### config.mk
export PLATFORM = sky130hd
export DESIGN_NAME = tdm_demux4_flat
export DESIGN_NICKNAME = d
export VERILOG_FILES = /design/src/rtl/tdm_demux4_pkg.sv /design/src/rtl/tdm_demux4_if.sv /design/src/rtl/demux_dec2to4.sv /design/src/rtl/tdm_demux4.sv /design/src/flat_wrapper.sv
export SDC_FILE = /design/constraint.sdc
export NUM_CORES = 1
export LEC_CHECK = 0
export CAP_MARGIN = 10
export CORE_AREA = 2 2 39 41
export DETAILED_ROUTE_END_ITERATION = 8
export DIE_AREA = 0 0 41 43
export GPL_ROUTABILITY_DRIVEN = 0
export PLACE_DENSITY_LB_ADDON = 0.3
export SLEW_MARGIN = 10
export SYNTH_ARGS = -nofsm -noshare
export SYNTH_HDL_FRONTEND = slang
export SYNTH_SLANG_ARGS = --single-unit
export TNS_END_PERCENT = 20
### constraint.sdc
create_clock -name clk -period 1.6 [get_ports clk]
set_input_delay 0.4 -clock clk [delete_from_list [all_inputs] [get_ports clk]]
set_output_delay 0.4 -clock clk [all_outputs]
set_load 0.02 [all_outputs]
### src/rtl/tdm_demux4_pkg.sv
// Shared types and constants for the four-slot TDM demultiplexer.
package tdm_demux4_pkg;

    localparam int unsigned NSLOT = 4;

    typedef enum logic {
        HUNT,
        RECV
    } tdm_state_t;

    typedef logic [1:0] slot_t;

endpackage

### src/rtl/tdm_demux4_if.sv
// Serial-in / parallel-out bundle of the TDM demultiplexer.
interface tdm_demux4_if
    import tdm_demux4_pkg::*;
#(
    parameter int unsigned DW = 1
);

    logic [DW-1:0]       in;
    logic                in_vld;
    logic                frame;
    logic [NSLOT*DW-1:0] out;
    logic                out_vld;
    slot_t               sel;
    logic                err;

    modport master (
        output in, in_vld, frame,
        input  out, out_vld, sel, err
    );

    modport slave (
        input  in, in_vld, frame,
        output out, out_vld, sel, err
    );

endinterface

### src/rtl/demux_dec2to4.sv
// One-hot write-enable decoder: the structural inverse of a 4-to-1 mux select.
module demux_dec2to4
    import tdm_demux4_pkg::*;
(
    input  slot_t              sel,
    input  logic               en,
    output logic [NSLOT-1:0]   we
);

    always_comb begin
        we = '0;
        if (en) begin
            we[sel] = 1'b1;
        end
    end

endmodule

### src/rtl/tdm_demux4.sv
// Four-slot TDM demultiplexer: steers interleaved serial samples into lanes
// and publishes each complete frame as one registered word with a valid pulse.
module tdm_demux4
    import tdm_demux4_pkg::*;
#(
    parameter int unsigned DW = 1
) (
    input  logic         clk,
    input  logic         rst_n,
    tdm_demux4_if.slave  bus
);

    tdm_state_t                 state;
    slot_t                      sel_q;
    logic [NSLOT-2:0][DW-1:0]   shadow;
    logic [NSLOT*DW-1:0]        out_q;
    logic                       out_vld_q;
    logic                       err_q;

    slot_t                      wr_slot;
    logic                       wr_en;
    logic [NSLOT-1:0]           we;

    // A frame marker always restarts at slot 0, regardless of the counter.
    assign wr_slot = bus.frame ? slot_t'(0) : sel_q;
    assign wr_en   = bus.in_vld & (bus.frame | (state == RECV));

    demux_dec2to4 u_dec (
        .sel (wr_slot),
        .en  (wr_en),
        .we  (we)
    );

    always_ff @(posedge clk or negedge rst_n) begin
        if (!rst_n) begin
            state     <= HUNT;
            sel_q     <= '0;
            shadow    <= '0;
            out_q     <= '0;
            out_vld_q <= 1'b0;
            err_q     <= 1'b0;
        end else begin
            out_vld_q <= 1'b0;
            err_q     <= 1'b0;

            for (int unsigned k = 0; k < NSLOT - 1; k++) begin
                if (we[k]) begin
                    shadow[k] <= bus.in;
                end
            end

            // we[3] only fires in RECV on a non-marker slot-3 beat.
            if (we[NSLOT-1]) begin
                out_q     <= {bus.in, shadow};
                out_vld_q <= 1'b1;
            end

            if (bus.in_vld) begin
                if (bus.frame) begin
                    err_q <= (state == RECV);
                    sel_q <= 2'd1;
                    state <= RECV;
                end else if (state == RECV) begin
                    if (sel_q == 2'd3) begin
                        sel_q <= 2'd0;
                        state <= HUNT;
                    end else begin
                        sel_q <= sel_q + 2'd1;
                    end
                end
            end
        end
    end

    assign bus.out     = out_q;
    assign bus.out_vld = out_vld_q;
    assign bus.sel     = sel_q;
    assign bus.err     = err_q;

endmodule

### src/flat_wrapper.sv
// flat-port wrapper written by rule: the top's interface ports become plain ports
module tdm_demux4_flat import tdm_demux4_pkg::*;
#(
    parameter int unsigned DW = 1
)
  (clk, rst_n, bus_in, bus_in_vld, bus_frame, bus_out, bus_out_vld, bus_sel, bus_err);
  tdm_demux4_if #(.DW(DW)) bus_i ();
  input  logic clk;
  input  logic rst_n;
  input wire logic [$bits(bus_i.in)-1:0] bus_in;
  input wire logic [$bits(bus_i.in_vld)-1:0] bus_in_vld;
  input wire logic [$bits(bus_i.frame)-1:0] bus_frame;
  output wire logic [$bits(bus_i.out)-1:0] bus_out;
  output wire logic [$bits(bus_i.out_vld)-1:0] bus_out_vld;
  output wire logic [$bits(bus_i.sel)-1:0] bus_sel;
  output wire logic [$bits(bus_i.err)-1:0] bus_err;
  assign bus_i.in = bus_in;
  assign bus_i.in_vld = bus_in_vld;
  assign bus_i.frame = bus_frame;
  assign bus_out = bus_i.out;
  assign bus_out_vld = bus_i.out_vld;
  assign bus_sel = bus_i.sel;
  assign bus_err = bus_i.err;
  tdm_demux4 #(.DW(DW)) u_core (.clk(clk), .rst_n(rst_n), .bus(bus_i));
endmodule
==> results.md <==
* Detailed placement HPWL at roughly 730 um
* Fin crit share at 0.959
* Critical-path cell list: inv_1 > or4b_4 > mux2_4
* Share of the core filled with cells at 0.544
* Layout Skew at around 0.0085 ns
* Combinational family with the most area after synthesis: multiplexers
* Relative contribution of combinational cells to total power at 0.401
* Sort of element at the start of the critical path: flip-flop
* Sequential area share after synthesis at 0.556
* Total congestion overflow after global routing at 0
* Cell count of the worst reg-to-reg path at 3
* Global routing met3 resource utilization at 0.0628
* Via/cell ratio at ~5
* Post-synthesis area per instance at approximately 13 um2
* GR met2 Demand/Resource at 0.209
* Syn Inst Count at 41
* Clock buffers created by TritonCTS at 3
* Number of synthesized register bits at 12
* Hold crit path type: in2async
* Arrival time worst endpoint at around 1.7 ns
* Sequential Power Share at 0.412
* Final design instance area without fill at between 700 and 800 um2
* Synthesized-area fraction occupied by adder cells at 0.0231
* TNS Setup at 0 ns
* Number of nets still failing antenna checks after routing at 0
* Library cell contributing the largest single delay on the critical path: sky130_fd_sc_hd__or4b_4
* Global-route wire length before repair at 1580 um
* Synthesis-to-finish area growth at 39.4%
* Number of levels in the clock H-tree at 1
* Logic depth of the worst path, buffers included at 3
* Cell-internal power at 829 uW
* Switch Pwr at ~410 uW
* Share of power burned in the clock network at 0.187
* Clock tree from TritonCTS: built
* Buffer cell driving the clock tree root: sky130_fd_sc_hd__clkbuf_4
* Power density relative to cell area at 1650 mW/mm2
* Worst Setup EP: u_core.bus.out[0]$_DFFE_PN0P_
* Distinct cell type count of the synthesized netlist at 21
* Max Clk Rate at around 0.65 GHz
* Clock input transition at the sequential cells of the worst setup and hold paths at approximately 0.080 ns
* Actual transition at the worst max-transition pin at around 0.27 ns
* Xor/xnor share of the synthesized area at 0
* Startpoint-to-endpoint class of the critical path: reg2reg
* Synthesized-area fraction occupied by and/or/nand/nor cells at 0.130
* Launch instance of the worst register-to-register path: u_core.bus.sel[1]$_DFFE_PN0P_
* Critical path peak fanout at 5
* Global routing met1 resource utilization at 0.155
* Number of antenna violations at the first check in global routing at 0
* Final hold violation count at 0
* Family with the most delay on the worst path: simple AND/OR/NAND/NOR gates
* Final setup violating endpoints at 0
* Area of the mapped netlist at between 500 and 600 um2
* Critical path buffer and inverter count at 1
* Number of DRC markers after the initial detailed-route iteration at 2
* Portion of netlist area occupied by mux cells at 0.174
* Normalized max-slew margin at 0.817
* Status: finished, final reports clean
* Largest net degree at the start of global routing at 13
* Static Leakage at 0.413 nW
* Endpoint type of the worst setup path: flip-flop
* Capture point of the worst reg-to-reg path: u_core.bus.out[0]$_DFFE_PN0P_
* RSZ-0062 raised after global routing: false
* Proportion of layout cells with a drive suffix above 1 at 0.377
* Mapped Nets at between 40 and 50
* Delay of the slowest critical-path stage at ~0.60 ns
* Max VDD drop at around 0.67 mV
* Post-detailed-placement cell area at ~710 um2
* I/O pin cnt at 13
* Total Routed Length at roughly 960 um
* Diodes inserted at 0
* Via total after detailed routing at ~380
* Post-Place Cells at 73
* Number of rows created at floorplan at 14
* Initial core utilization at 0.391
* Slew Limit Fails at 0
* Final routed DRC violation total at 0
* Overall fraction of global-route tracks in use at 0.140
* Post-cts hold buffer count at 0
* Via count of the first global-routing pass at 376
* Sinks on the clock net at 12
* Drt pass-1 iters at 4
* Number of buffer cells added on primary ports at 12
* Total power after layout at between 1 and 1.5 mW
* Reported max-cap violation count at 0
* Horizontal die dimension at roughly 40 um
* Ys Warns at 0
* Clock latency reported for the late side of the worst-skew pair at 0.27 ns
* Final net count at between 60 and 70
* Standard cell core area at roughly 0.0014 mm2
* Mean routed wirelength per cell at ~12 um
* Die area at about 0.0018 mm2
* Vertical extent of the die at between 40 and 50 um
* Buffers from clock root to sink, at most at 2
* Sw frac at 0.332
* Critical path startpoint: u_core.bus.sel[1]$_DFFE_PN0P_
* Worst reg2reg setup slack at about 0.066 ns
* Required time of the critical path at about 1.8 ns
* Post-route minimum period at roughly 1.5 ns
* Number of standard cells in the final layout excluding fillers at 77
* Most Crowded Layer GR: met2
* Compound-gate portion of the synthesized area at 0.0764
-- how the worst min path moves through the flow --
stage / slack [ns] / from / to / depth (start not counted)
floorplan: 0.10 / rst_n / u_core.bus.err$_DFF_PN0_ / 0
global placement: 0.49 / u_core.shadow[0]$_DFFE_PN0P_ / u_core.bus.out[0]$_DFFE_PN0P_ / 1
detailed placement: 0.49 / u_core.bus.out[1]$_DFFE_PN0P_ / u_core.bus.out[1]$_DFFE_PN0P_ / 1
CTS: 0.43 / rst_n / u_core.bus.out[3]$_DFFE_PN0P_ / 2
global route: 0.43 / rst_n / u_core.bus.out[3]$_DFFE_PN0P_ / 2
finish: 0.43 / rst_n / u_core.bus.out[3]$_DFFE_PN0P_ / 2
-- layer usage --
| metal | vias up | part of all wire |
|---|---|---|
| met1 | 183 | 0.46 |
| met4 | 0 | 0.0083 |
| met5 | - | 0 |
| met3 | 2 | 0.066 |
| li1 | 186 | - |
| met2 | 10 | 0.46 |
-- synth_stat cells --
| library cell | number | area (um2) |
|---|---|---|
| sky130_fd_sc_hd__a22o_2 | 1 | 10.0 |
| sky130_fd_sc_hd__and3_2 | 1 | 7.51 |
| sky130_fd_sc_hd__buf_6 | 1 | 11.3 |
| sky130_fd_sc_hd__clkbuf_1 | 1 | 3.75 |
| sky130_fd_sc_hd__dfrtp_1 | 12 | 300 |
| sky130_fd_sc_hd__ha_1 | 1 | 12.5 |
| sky130_fd_sc_hd__inv_1 | 2 | 7.51 |
| sky130_fd_sc_hd__mux2_2 | 3 | 33.8 |
| sky130_fd_sc_hd__mux2_4 | 4 | 60.1 |
| sky130_fd_sc_hd__nand2_1 | 3 | 11.3 |
| sky130_fd_sc_hd__nand2_2 | 1 | 6.26 |
| sky130_fd_sc_hd__nand3_1 | 1 | 5.00 |
| sky130_fd_sc_hd__nor2_1 | 1 | 3.75 |
| sky130_fd_sc_hd__nor3b_1 | 1 | 7.51 |
| sky130_fd_sc_hd__nor4_1 | 1 | 6.26 |
| sky130_fd_sc_hd__nor4b_1 | 1 | 8.76 |
| sky130_fd_sc_hd__o21a_1 | 1 | 7.51 |
| sky130_fd_sc_hd__o21ai_0 | 2 | 10.0 |
| sky130_fd_sc_hd__o21bai_1 | 1 | 7.51 |
| sky130_fd_sc_hd__o22ai_1 | 1 | 6.26 |
| sky130_fd_sc_hd__or4b_4 | 1 | 13.8 |
-- layout by cell type, fill, tap and decap left out --
| cell | instances |
|---|---|
| sky130_fd_sc_hd__a22o_2 | 1 |
| sky130_fd_sc_hd__and3_2 | 1 |
| sky130_fd_sc_hd__buf_4 | 6 |
| sky130_fd_sc_hd__clkbuf_4 | 3 |
| sky130_fd_sc_hd__clkbuf_8 | 1 |
| sky130_fd_sc_hd__clkdlybuf4s50_1 | 2 |
| sky130_fd_sc_hd__dfrtp_1 | 11 |
| sky130_fd_sc_hd__dfrtp_2 | 1 |
| sky130_fd_sc_hd__dlygate4sd2_1 | 7 |
| sky130_fd_sc_hd__dlymetal6s2s_1 | 3 |
| sky130_fd_sc_hd__ha_1 | 1 |
| sky130_fd_sc_hd__inv_1 | 2 |
| sky130_fd_sc_hd__mux2_2 | 3 |
| sky130_fd_sc_hd__mux2_4 | 4 |
| sky130_fd_sc_hd__nand2_1 | 3 |
| sky130_fd_sc_hd__nand2_2 | 1 |
| sky130_fd_sc_hd__nand3_1 | 1 |
| sky130_fd_sc_hd__nor2_1 | 1 |
| sky130_fd_sc_hd__nor3b_1 | 1 |
| sky130_fd_sc_hd__nor4_1 | 1 |
| sky130_fd_sc_hd__nor4b_2 | 1 |
| sky130_fd_sc_hd__o21a_1 | 1 |
| sky130_fd_sc_hd__o21ai_0 | 1 |
| sky130_fd_sc_hd__o21ai_1 | 1 |
| sky130_fd_sc_hd__o21bai_1 | 1 |
| sky130_fd_sc_hd__o22ai_1 | 1 |
| sky130_fd_sc_hd__or4b_4 | 1 |
-- through the flow --
step / hold slack [ns] / setup WS, ns
3_3_place_gp: 0.488 / -0.412
4_1_cts: 0.426 / -0.0240
6_report: 0.425 / 0.0659
2_1_floorplan: 0.104 / 0.0226
3_5_place_dp: 0.493 / -0.423
5_1_grt: 0.430 / 0.0211
-- logic make-up after synthesis --
kind of cell / after synthesis
simple gates: 11
fa+ha+maj: 1
mux: 7
compound gates: 6
buf+inv: 4
flops: 12
-- worst reg2reg max path, delay by kind of cell, from the launching register on --
kind	cells	cell delay (ns)
muxes	1	0.32
buffers and inverters	1	0.10
DFF	1	0.41
and+or+nand+nor	1	0.60
-- area by class of cell --
class	instances	area, um2
clock buffer	4	36.3
timing repair buffer	18	164
tap	16	20.0
fill	138	631
inverter	2	7.51
multi-input combinational	25	224
sequential	12	302
-- state kept, by name, summed over array words and instances (netlist names) --
signal and cells:
u_core.bus.out_vld 1, u_core.bus.out 4, u_core.bus.sel 2, u_core.shadow 3, u_core.bus.err 1, u_core.state 1
-- power by group through the flow --
| stage | logic [mW] | registers (mW) | clock network (mW) |
|---|---|---|---|
| floorplan | 0.235 | 0.599 | 0 |
| global placement | 0.542 | 0.514 | 0 |
| detailed placement | 0.550 | 0.520 | 0 |
| CTS | 0.502 | 0.512 | 0.243 |
| global route | 0.551 | 0.530 | 0.264 |
| finish | 0.498 | 0.512 | 0.232 |
-- timing repair --
item / 4_1_cts / 5_1_grt
pin swaps: 1 / 0
endpoints found under the setup margin: 12 / 8
resized for setup: 7 / 5
setup buffers: 0 / 0
cloned: 0 / 0
No activity file was read; power rests on OpenSTA's default activity.
